$ cat config.mk
export PLATFORM = sky130hd
export DESIGN_NAME = immediate_pack
export DESIGN_NICKNAME = d
export VERILOG_FILES = /design/src/rtl/immediate_pack_pkg.sv /design/src/rtl/immediate_pack_imm_pack_comb.sv /design/src/rtl/immediate_pack.sv
export SDC_FILE = /design/constraint.sdc
export NUM_CORES = 1
export LEC_CHECK = 0
export ABC_AREA = 1
export BUFFER_PORTS_ARGS = -buffer_cell sky130_fd_sc_hd__buf_4
export CAP_MARGIN = 25
export CORE_ASPECT_RATIO = 1.25
export CORE_MARGIN = 1.5
export CORE_UTILIZATION = 43
export DETAILED_ROUTE_END_ITERATION = 8
export PLACE_DENSITY = 0.76
export SYNTH_ARGS = -nofsm -noshare
export SYNTH_HDL_FRONTEND = slang
export SYNTH_HIERARCHICAL = 1
export SYNTH_SLANG_ARGS = --single-unit
$ cat constraint.sdc
create_clock -name clk -period 1.5 [get_ports clk]
set_clock_uncertainty 0.1 [all_clocks]
set_input_delay 0.15 -clock clk [delete_from_list [all_inputs] [get_ports clk]]
set_output_delay 0.15 -clock clk [all_outputs]
set_load 0.1 [all_outputs]
$ cat src/rtl/immediate_pack_pkg.sv
// Shared encodings for the immediate packer: imm_select codes, NOP word, field positions
// and the registered request struct carried in the first pipeline stage.
package immediate_pack_pkg;

    localparam logic [2:0] IMM_U       = 3'b000;
    localparam logic [2:0] IMM_I       = 3'b001;
    localparam logic [2:0] IMM_ISH     = 3'b010;
    localparam logic [2:0] IMM_S       = 3'b011;
    localparam logic [2:0] IMM_B       = 3'b100;
    localparam logic [2:0] IMM_J       = 3'b101;
    localparam logic [2:0] IMM_R       = 3'b110;
    localparam logic [2:0] IMM_ILLEGAL = 3'b111;

    localparam logic [31:0] NOP_INSTR = 32'h0000_0013;

    localparam int RD_LSB  = 7;
    localparam int F3_LSB  = 12;
    localparam int RS1_LSB = 15;
    localparam int RS2_LSB = 20;
    localparam int F7_LSB  = 25;

    typedef struct packed {
        logic [2:0]  sel;
        logic [31:0] imm;
        logic [6:0]  opcode;
        logic [4:0]  rd;
        logic [4:0]  rs1;
        logic [4:0]  rs2;
        logic [2:0]  funct3;
        logic [6:0]  funct7;
    } pack_req_t;

    // True when v[31:lsb] is a pure sign extension (all zeros or all ones).
    function automatic logic upper_is_sext(input logic [31:0] v, input int unsigned lsb);
        logic [31:0] hi;
        hi = $signed(v) >>> lsb;
        return (hi == '0) || (hi == '1);
    endfunction

endpackage

$ cat src/rtl/immediate_pack_imm_pack_comb.sv
// Combinational field packer between S1 and S2; range check present only when
// IMM_RANGE_CHECK_EN is defined, otherwise imm_err is tied low.
module imm_pack_comb
    import immediate_pack_pkg::*;
(
    input  pack_req_t   req,
    output logic [31:0] instr,
    output logic        imm_err
);

    always_comb begin
        instr = '0;
        instr[6:0]            = req.opcode;
        instr[RD_LSB +: 5]    = req.rd;
        instr[F3_LSB +: 3]    = req.funct3;
        instr[RS1_LSB +: 5]   = req.rs1;
        case (req.sel)
            IMM_U: instr[31:12] = req.imm[31:12];
            IMM_I: instr[31:20] = req.imm[11:0];
            IMM_ISH: begin
                instr[31:25] = {1'b0, req.imm[10], 5'b0};
                instr[24:20] = req.imm[4:0];
            end
            IMM_S: begin
                instr[31:25]        = req.imm[11:5];
                instr[RS2_LSB +: 5] = req.rs2;
                instr[11:7]         = req.imm[4:0];
            end
            IMM_B: begin
                instr[31]           = req.imm[12];
                instr[30:25]        = req.imm[10:5];
                instr[RS2_LSB +: 5] = req.rs2;
                instr[11:8]         = req.imm[4:1];
                instr[7]            = req.imm[11];
            end
            IMM_J: begin
                instr[31]    = req.imm[20];
                instr[30:21] = req.imm[10:1];
                instr[20]    = req.imm[11];
                instr[19:12] = req.imm[19:12];
            end
            IMM_R: begin
                instr[F7_LSB +: 7]  = req.funct7;
                instr[RS2_LSB +: 5] = req.rs2;
            end
            default: instr = NOP_INSTR;
        endcase
    end

`ifdef IMM_RANGE_CHECK_EN
    always_comb begin
        imm_err = 1'b0;
        case (req.sel)
            IMM_U:        imm_err = |req.imm[11:0];
            IMM_I, IMM_S: imm_err = !upper_is_sext(req.imm, 11);
            IMM_ISH:      imm_err = (|req.imm[31:11]) | (|req.imm[9:5]);
            IMM_B:        imm_err = !upper_is_sext(req.imm, 12) | req.imm[0];
            IMM_J:        imm_err = !upper_is_sext(req.imm, 20) | req.imm[0];
            IMM_R:        imm_err = 1'b0;
            default:      imm_err = 1'b1;
        endcase
    end
`else
    assign imm_err = 1'b0;
`endif

endmodule

$ cat src/rtl/immediate_pack.sv
// Two-stage elastic RV32IM instruction packer (S1 raw fields, S2 packed word).
// Define IMM_RANGE_CHECK_EN to enable the immediate representability check on imm_err.
module immediate_pack
    import immediate_pack_pkg::*;
#(
    parameter int COUNT_W = 16
) (
    input  logic               clk,
    input  logic               reset,
    input  logic               in_valid,
    output logic               in_ready,
    input  logic [2:0]         imm_select,
    input  logic [31:0]        imm_value,
    input  logic [6:0]         opcode,
    input  logic [4:0]         rd,
    input  logic [4:0]         rs1,
    input  logic [4:0]         rs2,
    input  logic [2:0]         funct3,
    input  logic [6:0]         funct7,
    output logic               out_valid,
    input  logic               out_ready,
    output logic [31:0]        instr,
    output logic               imm_err,
    output logic [COUNT_W-1:0] enc_count
);

    // vld_pipe bit 0 = S1 occupied, bit 1 = S2 occupied
    logic [1:0]         vld_pipe_q, vld_pipe_d;
    pack_req_t          s1_req_q, s1_req_d;
    logic [31:0]        instr_q, instr_d;
    logic               imm_err_q, imm_err_d;
    logic [COUNT_W-1:0] enc_count_q, enc_count_d;

    logic [31:0] pack_instr;
    logic        pack_err;
    logic        s2_open, s1_advance, in_fire, out_fire;

    imm_pack_comb u_pack (
        .req     (s1_req_q),
        .instr   (pack_instr),
        .imm_err (pack_err)
    );

    always_comb begin
        out_fire   = vld_pipe_q[1] && out_ready;
        s2_open    = !vld_pipe_q[1] || out_ready;
        s1_advance = vld_pipe_q[0] && s2_open;
        in_ready   = !vld_pipe_q[0] || s1_advance;
        in_fire    = in_valid && in_ready;

        vld_pipe_d  = vld_pipe_q;
        s1_req_d    = s1_req_q;
        instr_d     = instr_q;
        imm_err_d   = imm_err_q;
        enc_count_d = enc_count_q;

        if (out_fire) vld_pipe_d[1] = 1'b0;
        if (s1_advance) begin
            vld_pipe_d[1] = 1'b1;
            vld_pipe_d[0] = 1'b0;
            instr_d       = pack_instr;
            imm_err_d     = pack_err;
        end
        if (in_fire) begin
            vld_pipe_d[0] = 1'b1;
            s1_req_d = '{sel: imm_select, imm: imm_value, opcode: opcode, rd: rd,
                         rs1: rs1, rs2: rs2, funct3: funct3, funct7: funct7};
        end
        if (out_fire && enc_count_q != '1) enc_count_d = enc_count_q + COUNT_W'(1);
    end

    always_ff @(posedge clk or negedge reset) begin
        if (!reset) begin
            vld_pipe_q  <= '0;
            s1_req_q    <= '0;
            instr_q     <= '0;
            imm_err_q   <= 1'b0;
            enc_count_q <= '0;
        end else begin
            vld_pipe_q  <= vld_pipe_d;
            s1_req_q    <= s1_req_d;
            instr_q     <= instr_d;
            imm_err_q   <= imm_err_d;
            enc_count_q <= enc_count_d;
        end
    end

    assign out_valid = vld_pipe_q[1];
    assign instr     = instr_q;
    assign imm_err   = imm_err_q;
    assign enc_count = enc_count_q;

endmodule

* Word level (Yosys, flattened, before mapping)
Cells that the tools add are included.
** Storage, ports and cells
- Output and inout port bits :: 51
- Word-level logic and storage cells :: 42
- Register bits :: 117
- Bits of input ports :: 71
** Operators by class
- Multiplexer cells :: 7
- Reductions and logical operators :: 15
- Equality and inequality tests :: 7
- Add/sub/neg operators :: 1
** Operator list (count)
- 12-bit one-hot mux with 7 select lines :: 1
- 16-bit by 1-bit adder with 16-bit output (second input constant) :: 1
- 16-bit inequality test (second input constant) :: 1
- 8-bit one-hot mux with 2 select lines :: 1
- 5-bit one-hot mux with 3 select lines :: 1
- 5-bit OR reduction :: 2
- 3-bit equality test (second input constant) :: 3
- 7-bit two-way mux :: 1
- 7-bit OR reduction :: 1
- 3-bit by 2-bit equality test with 1-bit output (second input constant) :: 2
- 1-bit logical AND :: 4
- 2-bit nonzero test :: 2
- 3-bit by 1-bit equality test with 1-bit output (second input constant) :: 1
- 3-bit logical NOT :: 1
- 1-bit logical NOT :: 2
- 1-bit logical OR :: 2
- 1-bit two-way mux :: 2
- 2-bit two-way mux :: 1
- 2-bit OR reduction :: 1

* Longest topological paths before layout
Gate-level depths: netlist of the first run.
- Word-level depth :: 6
- Mapped depth :: 9
- Depth with buffers taken out :: 9

* Cells and area by module
The synthesis of the first run kept the hierarchy.
** By module, submodules not included
- immediate_pack :: cells an instance 367, area an instance 4785.8 um^2, sequential area each 2952.8 um^2, times used 1
- imm_pack_comb :: cells an instance 140, area an instance 610.6 um^2, sequential area each 0.0 um^2, times used 1

* Worst setup path after synthesis of the first run
OpenSTA, ideal clock, no wires.
- Path kind :: register to register
- From :: reg vld_pipe_q[1]
- To :: reg s1_req_q[25] (netlist bit)
- Slack :: -1.240 ns
- Stages on the path, launching flop included :: 6
- Required time :: 1.273 ns
- Arrival :: 2.513 ns
- Cell sequence :: dfrtp_1 > nand3_2 > nand2_2 > buf_6 > buf_6 > mux2_1
** On the way
- Longest elaborated chain between the ends :: 5
** Ends and longest elaborated chain
- start, declared :: RTL line immediate_pack.sv:28 : logic [1:0] vld_pipe_q, vld_pipe_d;
- start signal, assigned :: RTL line immediate_pack.sv:80 : vld_pipe_q <= vld_pipe_d;
- 1-bit logical NOT :: RTL line immediate_pack.sv:46 : s2_open = !vld_pipe_q[1] || out_ready;
- 1-bit logical OR :: RTL line immediate_pack.sv:46
- 1-bit logical AND :: RTL line immediate_pack.sv:47 : s1_advance = vld_pipe_q[0] && s2_open;
- 1-bit logical OR :: RTL line immediate_pack.sv:48 : in_ready = !vld_pipe_q[0] || s1_advance;
- named net in_ready :: RTL line immediate_pack.sv:11 : output logic in_ready,
- 1-bit logical AND :: RTL line immediate_pack.sv:49 : in_fire = in_valid && in_ready;
- end signal, assigned :: RTL line immediate_pack.sv:81 : s1_req_q <= s1_req_d;
- end, declared :: RTL line immediate_pack.sv:29 : pack_req_t s1_req_q, s1_req_d;
The timed path passes the listed nets, and every way through them passes these cells.
A chain may end at the register's enable or synchronous reset.

* Worst setup path after layout of the first run
- From :: reg s1_req_q[66] (netlist bit)
- To :: reg instr_q[11], in the netlist instr[11]
** On the way
- Longest elaborated chain between the ends :: 3
** Ends and longest elaborated chain
- 3-bit by 1-bit equality test with 1-bit output (tied with other cells) :: RTL line immediate_pack_imm_pack_comb.sv:17 : case (req.sel)
- 5-bit OR reduction (no source line)
- 5-bit one-hot mux with 3 select lines (*) :: RTL line immediate_pack_imm_pack_comb.sv:17
- named net pack_instr[11] :: RTL line immediate_pack.sv:34 : logic [31:0] pack_instr;
- end signal, assigned :: RTL line immediate_pack.sv:82 : instr_q <= instr_d;
- end, declared :: RTL line immediate_pack.sv:30 : logic [31:0] instr_q, instr_d;
The timed path passes the listed nets; every way through them passes the cells marked *.

==> metrics.md, run 1 <==
| Metric | Value |
|---|---|
| Ratio of cells with drive above 1 in the final layout | `0.444` |
| Max cap viols | `0` |
| Input/output buffers | `approximately 120` |
| Setup crit end | `instr[11]` |
| Post-synth EDFFs | `0` |
| Fmax | `~650 MHz` |
| Leakage | `roughly 4 nW` |
| Final worst slack | `-0.0358 ns` |
| Die Span X | `103 um` |
| Setup Crit Path Kind | `flop to flop` |
| Mapped Area | `between 5000 and 6000 um^2` |
| Largest net degree at the start of global routing | `43` |
| Reg2reg setup slack | `-0.04 ns` |
| Arr. time, crit path | `1.72 ns` |
| #FFs+latches synth | `~120` |
| Multi-input logic area | `2440 um^2` |
| Worst reg2reg startpoint | `s1_req_q[66]` |
| Fin area | `roughly 8400 um^2` |
| GPL Wtd Cong | `approximately 0.88` |
| Worst setup EP type | `flop` |
| Placement Rows | `between 40 and 50` |
| Minimum clock period | `1.54 ns` |
| Gate Count Post-Synth | `507` |
| Die area | `roughly 13,000 um^2` |
| Most common cell after layout, fill and taps aside | `nand2_1` |
| Reg2Reg Depth | `6` |
| Area Growth Syn to Fin | `55.5%` |
| Num Clock Sinks | `approximately 120` |
| Setup violations, final | `10` |
| Wirelength per Cell | `16.3 um` |
| Hold path startpoint | `out_ready` |
| CTS Buf Count | `17` |
| Total Wirelength | `14,800 um` |
| CTS tree | `done` |
| Vias/cell | `4.97` |
| Syn avg cell area | `10.6 um^2` |
| Overflow after GRT | `0` |
| Initial DRC count | `~230` |
| Worst Hold Depth | `4` |
| Final worst path period share | `1.02` |
| Vias in the first global route | `about 4,700` |
| Outcome | `finished, violations left` |
| Post-synth net total | `approximately 580` |
| YS warnings | `6` |
| Peak supply drop | `0.00143 V` |
| Critical path origin | `s1_req_q[66]` |
| Worst Path Required | `between 1.5 and 2 ns` |
| Storage cell area | `a little over 3000 um^2` |
| Fillers | `approximately 900` |
| CP max FO | `6` |
| Starting density of the core | `0.442` |
| RSZ-0062 raised after global routing | `yes` |
| Reg2Reg Capture Point | `instr[11]` |
| Slew Limit Fails | `0` |
| Crit path launch type | `flop` |
| Remaining DRCs | `0` |
| Vias | `roughly 4,500` |
| Post-Route Utilization | `0.687` |
| I/O Pins | `roughly 120` |
| Area after DPL | `6810 um^2` |
| Reg clk slew, reported paths | `approximately 0.060 ns` |
| Final HPWL DP | `~9300 um` |
| Antenna-violating nets left | `0` |
| Post-synthesis async set-or-reset flop share | `1.00` |
| PwrDens | `1930 nW/um^2` |
| Final #Nets | `just over 800` |
| Worst-Skew Late Latency | `just over 0.4 ns` |
| Most frequent cells in the layout | `nand2_1 (140), buf_4 (137), dfrtp_1 (97)` |
| H-tree depth | `4` |
| Die Y-Extent | `128 um` |
| Failing checks | `negative setup slack` |
| CTS root buf | `clkbuf_16` |
| Unique masters post-synth | `27` |
| Core ar. | `12,200 um^2` |
| Max Root-Sink Buffers | `2` |
| Top_reg_cell synth | `dfrtp_1` |
| First-pass DRT Iterations | `4` |
| Register area share after synthesis | `0.547` |
| Final hold violation count | `0` |
| Tot GR Track Use | `0.224` |
| Min-delay worst type | `input pin to flop` |
| Initial antenna violation count | `0` |
| Global-route wire length before repair | `roughly 23,000 um` |
| N_diodes | `0` |
[state kept, by name (all words and copies together) (netlist names)]
signal and count:
enc_count 16, imm_err 1, instr 32, s1_req_q 67, vld_pipe_q 2
[timing repair]
action	4_1_cts	5_1_grt
setup endpoints to repair	31	64
hold buffers	69	0
resized for setup	7	55
pin swaps	1	11
gates cloned	0	4
endpoints found under the hold margin	186	0
buffers inserted	0	1
[layout make-up]
| type | count | share of cell area |
|---|---|---|
| timing repair buffer | 220 | 0.236 |
| multi-input combinational | 343 | 0.291 |
| clock inverter | 14 | 0.0210 |
| clock buffer | 18 | 0.0512 |
| sequential | 118 | 0.360 |
| inverter | 34 | 0.0161 |
| tap | 164 | 0.0245 |
[layer usage]
layer  wire, um  vias up  track usage
li1           -     2130            -
met2       7950      143        0.399
met4        267        0       0.0787
met5          0        -            0
met3        655       26       0.0480
met1       5940     2233        0.264
[report_power, final]
group | total [mW] | switching [mW] | internal, mW
registers | 4.73 | 0.660 | 4.07
logic | 7.31 | 5.27 | 2.05
clock network | 4.16 | 1.53 | 2.63
total | 16.2 | 7.45 | 8.75
[Yosys cell counts, types with 2 or more instances]
master,instances,area [um^2]
buf_2,7,35.0
buf_6,5,56.3
dfrtp_1,118,2950
inv_1,30,113
inv_2,4,15.0
mux2_1,19,214
mux2_2,81,912
nand2_1,150,563
nand2_2,3,18.8
nand2_4,2,22.5
nand3_1,34,170
nand3b_1,3,22.5
nand4_1,9,56.3
nor2_1,17,63.8
nor2_2,3,18.8
nor2_4,4,45.0
o21ai_0,5,25.0
o21ai_1,4,20.0
[kinds of logic after synthesis]
family                     after synthesis  synth area share
adders and majority gates                1           0.00232
buffers and inverters                   47            0.0420
and+or+nand+nor                        227             0.185
muxes                                  100             0.209
xor gates and xnor gates                 2           0.00325
AOI/OAI and AO/OA                       11            0.0114
DFF                                    118             0.547
other                                    1          0.000695
[per-stage QoR]
step	worst slack [ns]	hold slack (ns)	cells	TNS [ns]	total power [mW]
floorplan	-0.487	-0.246	507	-34.24	9.91
global placement	-0.0111	-0.0221	805	-0.0111	11.5
detailed placement	-0.113	-0.0165	805	-1.40	11.6
CTS	-0.0284	0.00204	906	-0.150	16.0
global route	-0.0863	0.0234	911	-2.10	16.8
finish	-0.0358	0.0106	911	-0.134	16.2
[worst min-delay path by stage]
| stage | to | slack [ns] |
|---|---|---|
| 6_report | vld_pipe_q[1] | 0.01 |
| 2_1_floorplan | imm_err | -0.25 |
| 4_1_cts | vld_pipe_q[1] | 0.002 |
| 3_5_place_dp | enc_count[8] | -0.02 |
| 5_1_grt | vld_pipe_q[1] | 0.02 |
| 3_3_place_gp | enc_count[8] | -0.02 |
[worst max-delay path, cell delays in order (launching register included)]
cell and delay, ns:
dfrtp_2 0.44, buf_4 0.17, nand2_2 0.14, nand2_2 0.11
nand2_1 0.11, nand2_1 0.07, mux2_2 0.28
Note: power is estimated with default switching activity, not from simulation.
==> inputs of run 2 (changes only) <==
--- a/constraint.sdc
+++ b/constraint.sdc
@@ -3,3 +3,3 @@
 set_input_delay 0.15 -clock clk [delete_from_list [all_inputs] [get_ports clk]]
 set_output_delay 0.15 -clock clk [all_outputs]
-set_load 0.1 [all_outputs]
+set_load 0.05 [all_outputs]
==> run 2 against run 1 <==
- the flow still finishes with violations (negative setup slack)
- sequential power about the same
- sequential share of layout area down 0.85 points
- first-iteration DRC count fell by 22%
- combinational power shrank 27%
- critical path depth grew 1
- utilization increased by 0.67 points
- die area stayed put
==> metrics.md, run 2 (synthesis results as in run 1) <==
| Metric | Value |
|---|---|
| Placement Rows | `45` |
| PwrDens | `around 1700 nW/um^2` |
| Die Span X | `around 100 um` |
| Post-Route Utilization | `0.693` |
| Outcome | `finished, violations left` |
| Core ar. | `approximately 12,000 um^2` |
| Worst reg2reg startpoint | `s1_req_q[66]` |
| Layout Cells excl Fill | `between 900 and 1,000` |
| Setup violations, final | `3` |
| Largest net degree at the start of global routing | `54` |
| Fmax | `about 660 MHz` |
| Final worst path period share | `1.01` |
| N_diodes | `0` |
| Worst Path Required | `approximately 1.7 ns` |
| Reg clk slew, reported paths | `0.05 ns` |
| Storage cell area | `between 2000 and 3000 um^2` |
| Vias/cell | `5.06` |
| Final #Nets | `815` |
| Final worst slack | `-0.0110 ns` |
| Leakage | `just over 4 nW` |
| Worst-Skew Late Latency | `0.40 ns` |
| Minimum clock period | `around 1.5 ns` |
| Area after DPL | `between 6000 and 7000 um^2` |
| GPL Wtd Cong | `0.905` |
| Multi-input logic area | `~2400 um^2` |
| Tot GR Track Use | `0.222` |
| Initial DRC count | `about 180` |
| Final TNS setup | `-0.0184 ns` |
| Critical path origin | `s1_req_q[66]` |
| Remaining DRCs | `0` |
| Input/output buffers | `~120` |
| Overflow after GRT | `0` |
| Initial antenna violation count | `0` |
| Setup Crit Path Kind | `flop to flop` |
| Max cap viols | `0` |
| CP max FO | `7` |
| Starting density of the core | `0.442` |
| Power Total | `~14 mW` |
| CTS tree | `done` |
| Min-delay worst type | `input pin to flop` |
| Max reg flops | `67` |
| Die area | `between 10,000 and 15,000 um^2` |
| Failing checks | `negative setup slack` |
| Final hold violation count | `0` |
| Wirelength per Cell | `approximately 17 um` |
| RSZ-0062 raised after global routing | `yes` |
| Hold WS | `around 0.16 ns` |
| Fin area | `8470 um^2` |
| Ratio of cells with drive above 1 in the final layout | `0.446` |
| CTS root buf | `clkbuf_16` |
| CTS Buf Count | `17` |
| Vias in the first global route | `about 4,700` |
| Peak supply drop | `around 0.00097 V` |
| Worst setup EP type | `flop` |
| H-tree depth | `4` |
| Num Clock Sinks | `118` |
| Fillers | `between 800 and 900` |
| Register with the most flip-flops | `s1_req_q` |
| Area Growth Syn to Fin | `57.0%` |
| First-pass DRT Iterations | `5` |
| Inst Count DP | `approximately 800` |
| Global-route wire length before repair | `~22,000 um` |
| Antenna-violating nets left | `0` |
| Die Y-Extent | `around 130 um` |
| Slew Limit Fails | `0` |
| Crit path launch type | `flop` |
| Hold path startpoint | `in_valid` |
| Arr. time, crit path | `1.70 ns` |
| Worst slack, placed | `-0.0610 ns` |
| Most frequent cells in the layout | `nand2_1 (140), buf_4 (140), dfrtp_1 (97)` |
| Vias | `4,647` |
| Final HPWL DP | `approximately 9400 um` |
| Total Wirelength | `between 15,000 and 20,000 um` |
| Max Root-Sink Buffers | `2` |
| I/O Pins | `approximately 120` |
[run 2: final timing paths]
check                                end  slack [ns]  cells after the start
max reg2reg                    instr[26]       -0.01                      7
max                            instr[26]       -0.01                      7
min in group asynchronous   enc_count[5]        0.19                      3
min                        vld_pipe_q[0]        0.16                      4
min reg2reg                 s1_req_q[38]        0.39                      1
max in group asynchronous   s1_req_q[23]        0.80                      3
[run 2: critical path, cell delays in order, from the launching register on]
cell     delay, ns
dfrtp_2       0.45
inv_4         0.09
nand2_2       0.09
o21ai_1       0.09
buf_4         0.17
nand2_1       0.07
nand3_1       0.08
mux2_2        0.25
[run 2: layout make-up]
class | count | share of cell area
flip-flops and latches | 118 | 0.352
clock buffers | 20 | 0.0527
clock inverters | 10 | 0.0183
multi-input cells | 343 | 0.286
well taps | 164 | 0.0242
repair buffers | 229 | 0.251
inverters | 34 | 0.0160
[run 2: power by group]
| group | internal (mW) | switching (mW) |
|---|---|---|
| Combinational | 2.11 | 3.25 |
| Clock | 2.79 | 1.37 |
| Sequential | 4.03 | 0.679 |
[run 2: what timing repair did]
action / CTS / global route
gates resized for setup: 3 / 50
cloned: 0 / 11
hold buffers: 69 / 0
pin swaps: 1 / 18
setup buffers: 1 / 5
endpoints found under the hold margin: 186 / 0
setup endpoints to repair: 28 / 111
[run 2: routing by layer]
layer  GRT usage  routed length (um)
met1       0.256                6260
met5           0                   0
met3      0.0474                 707
met4      0.0882                 341
met2       0.395                8340
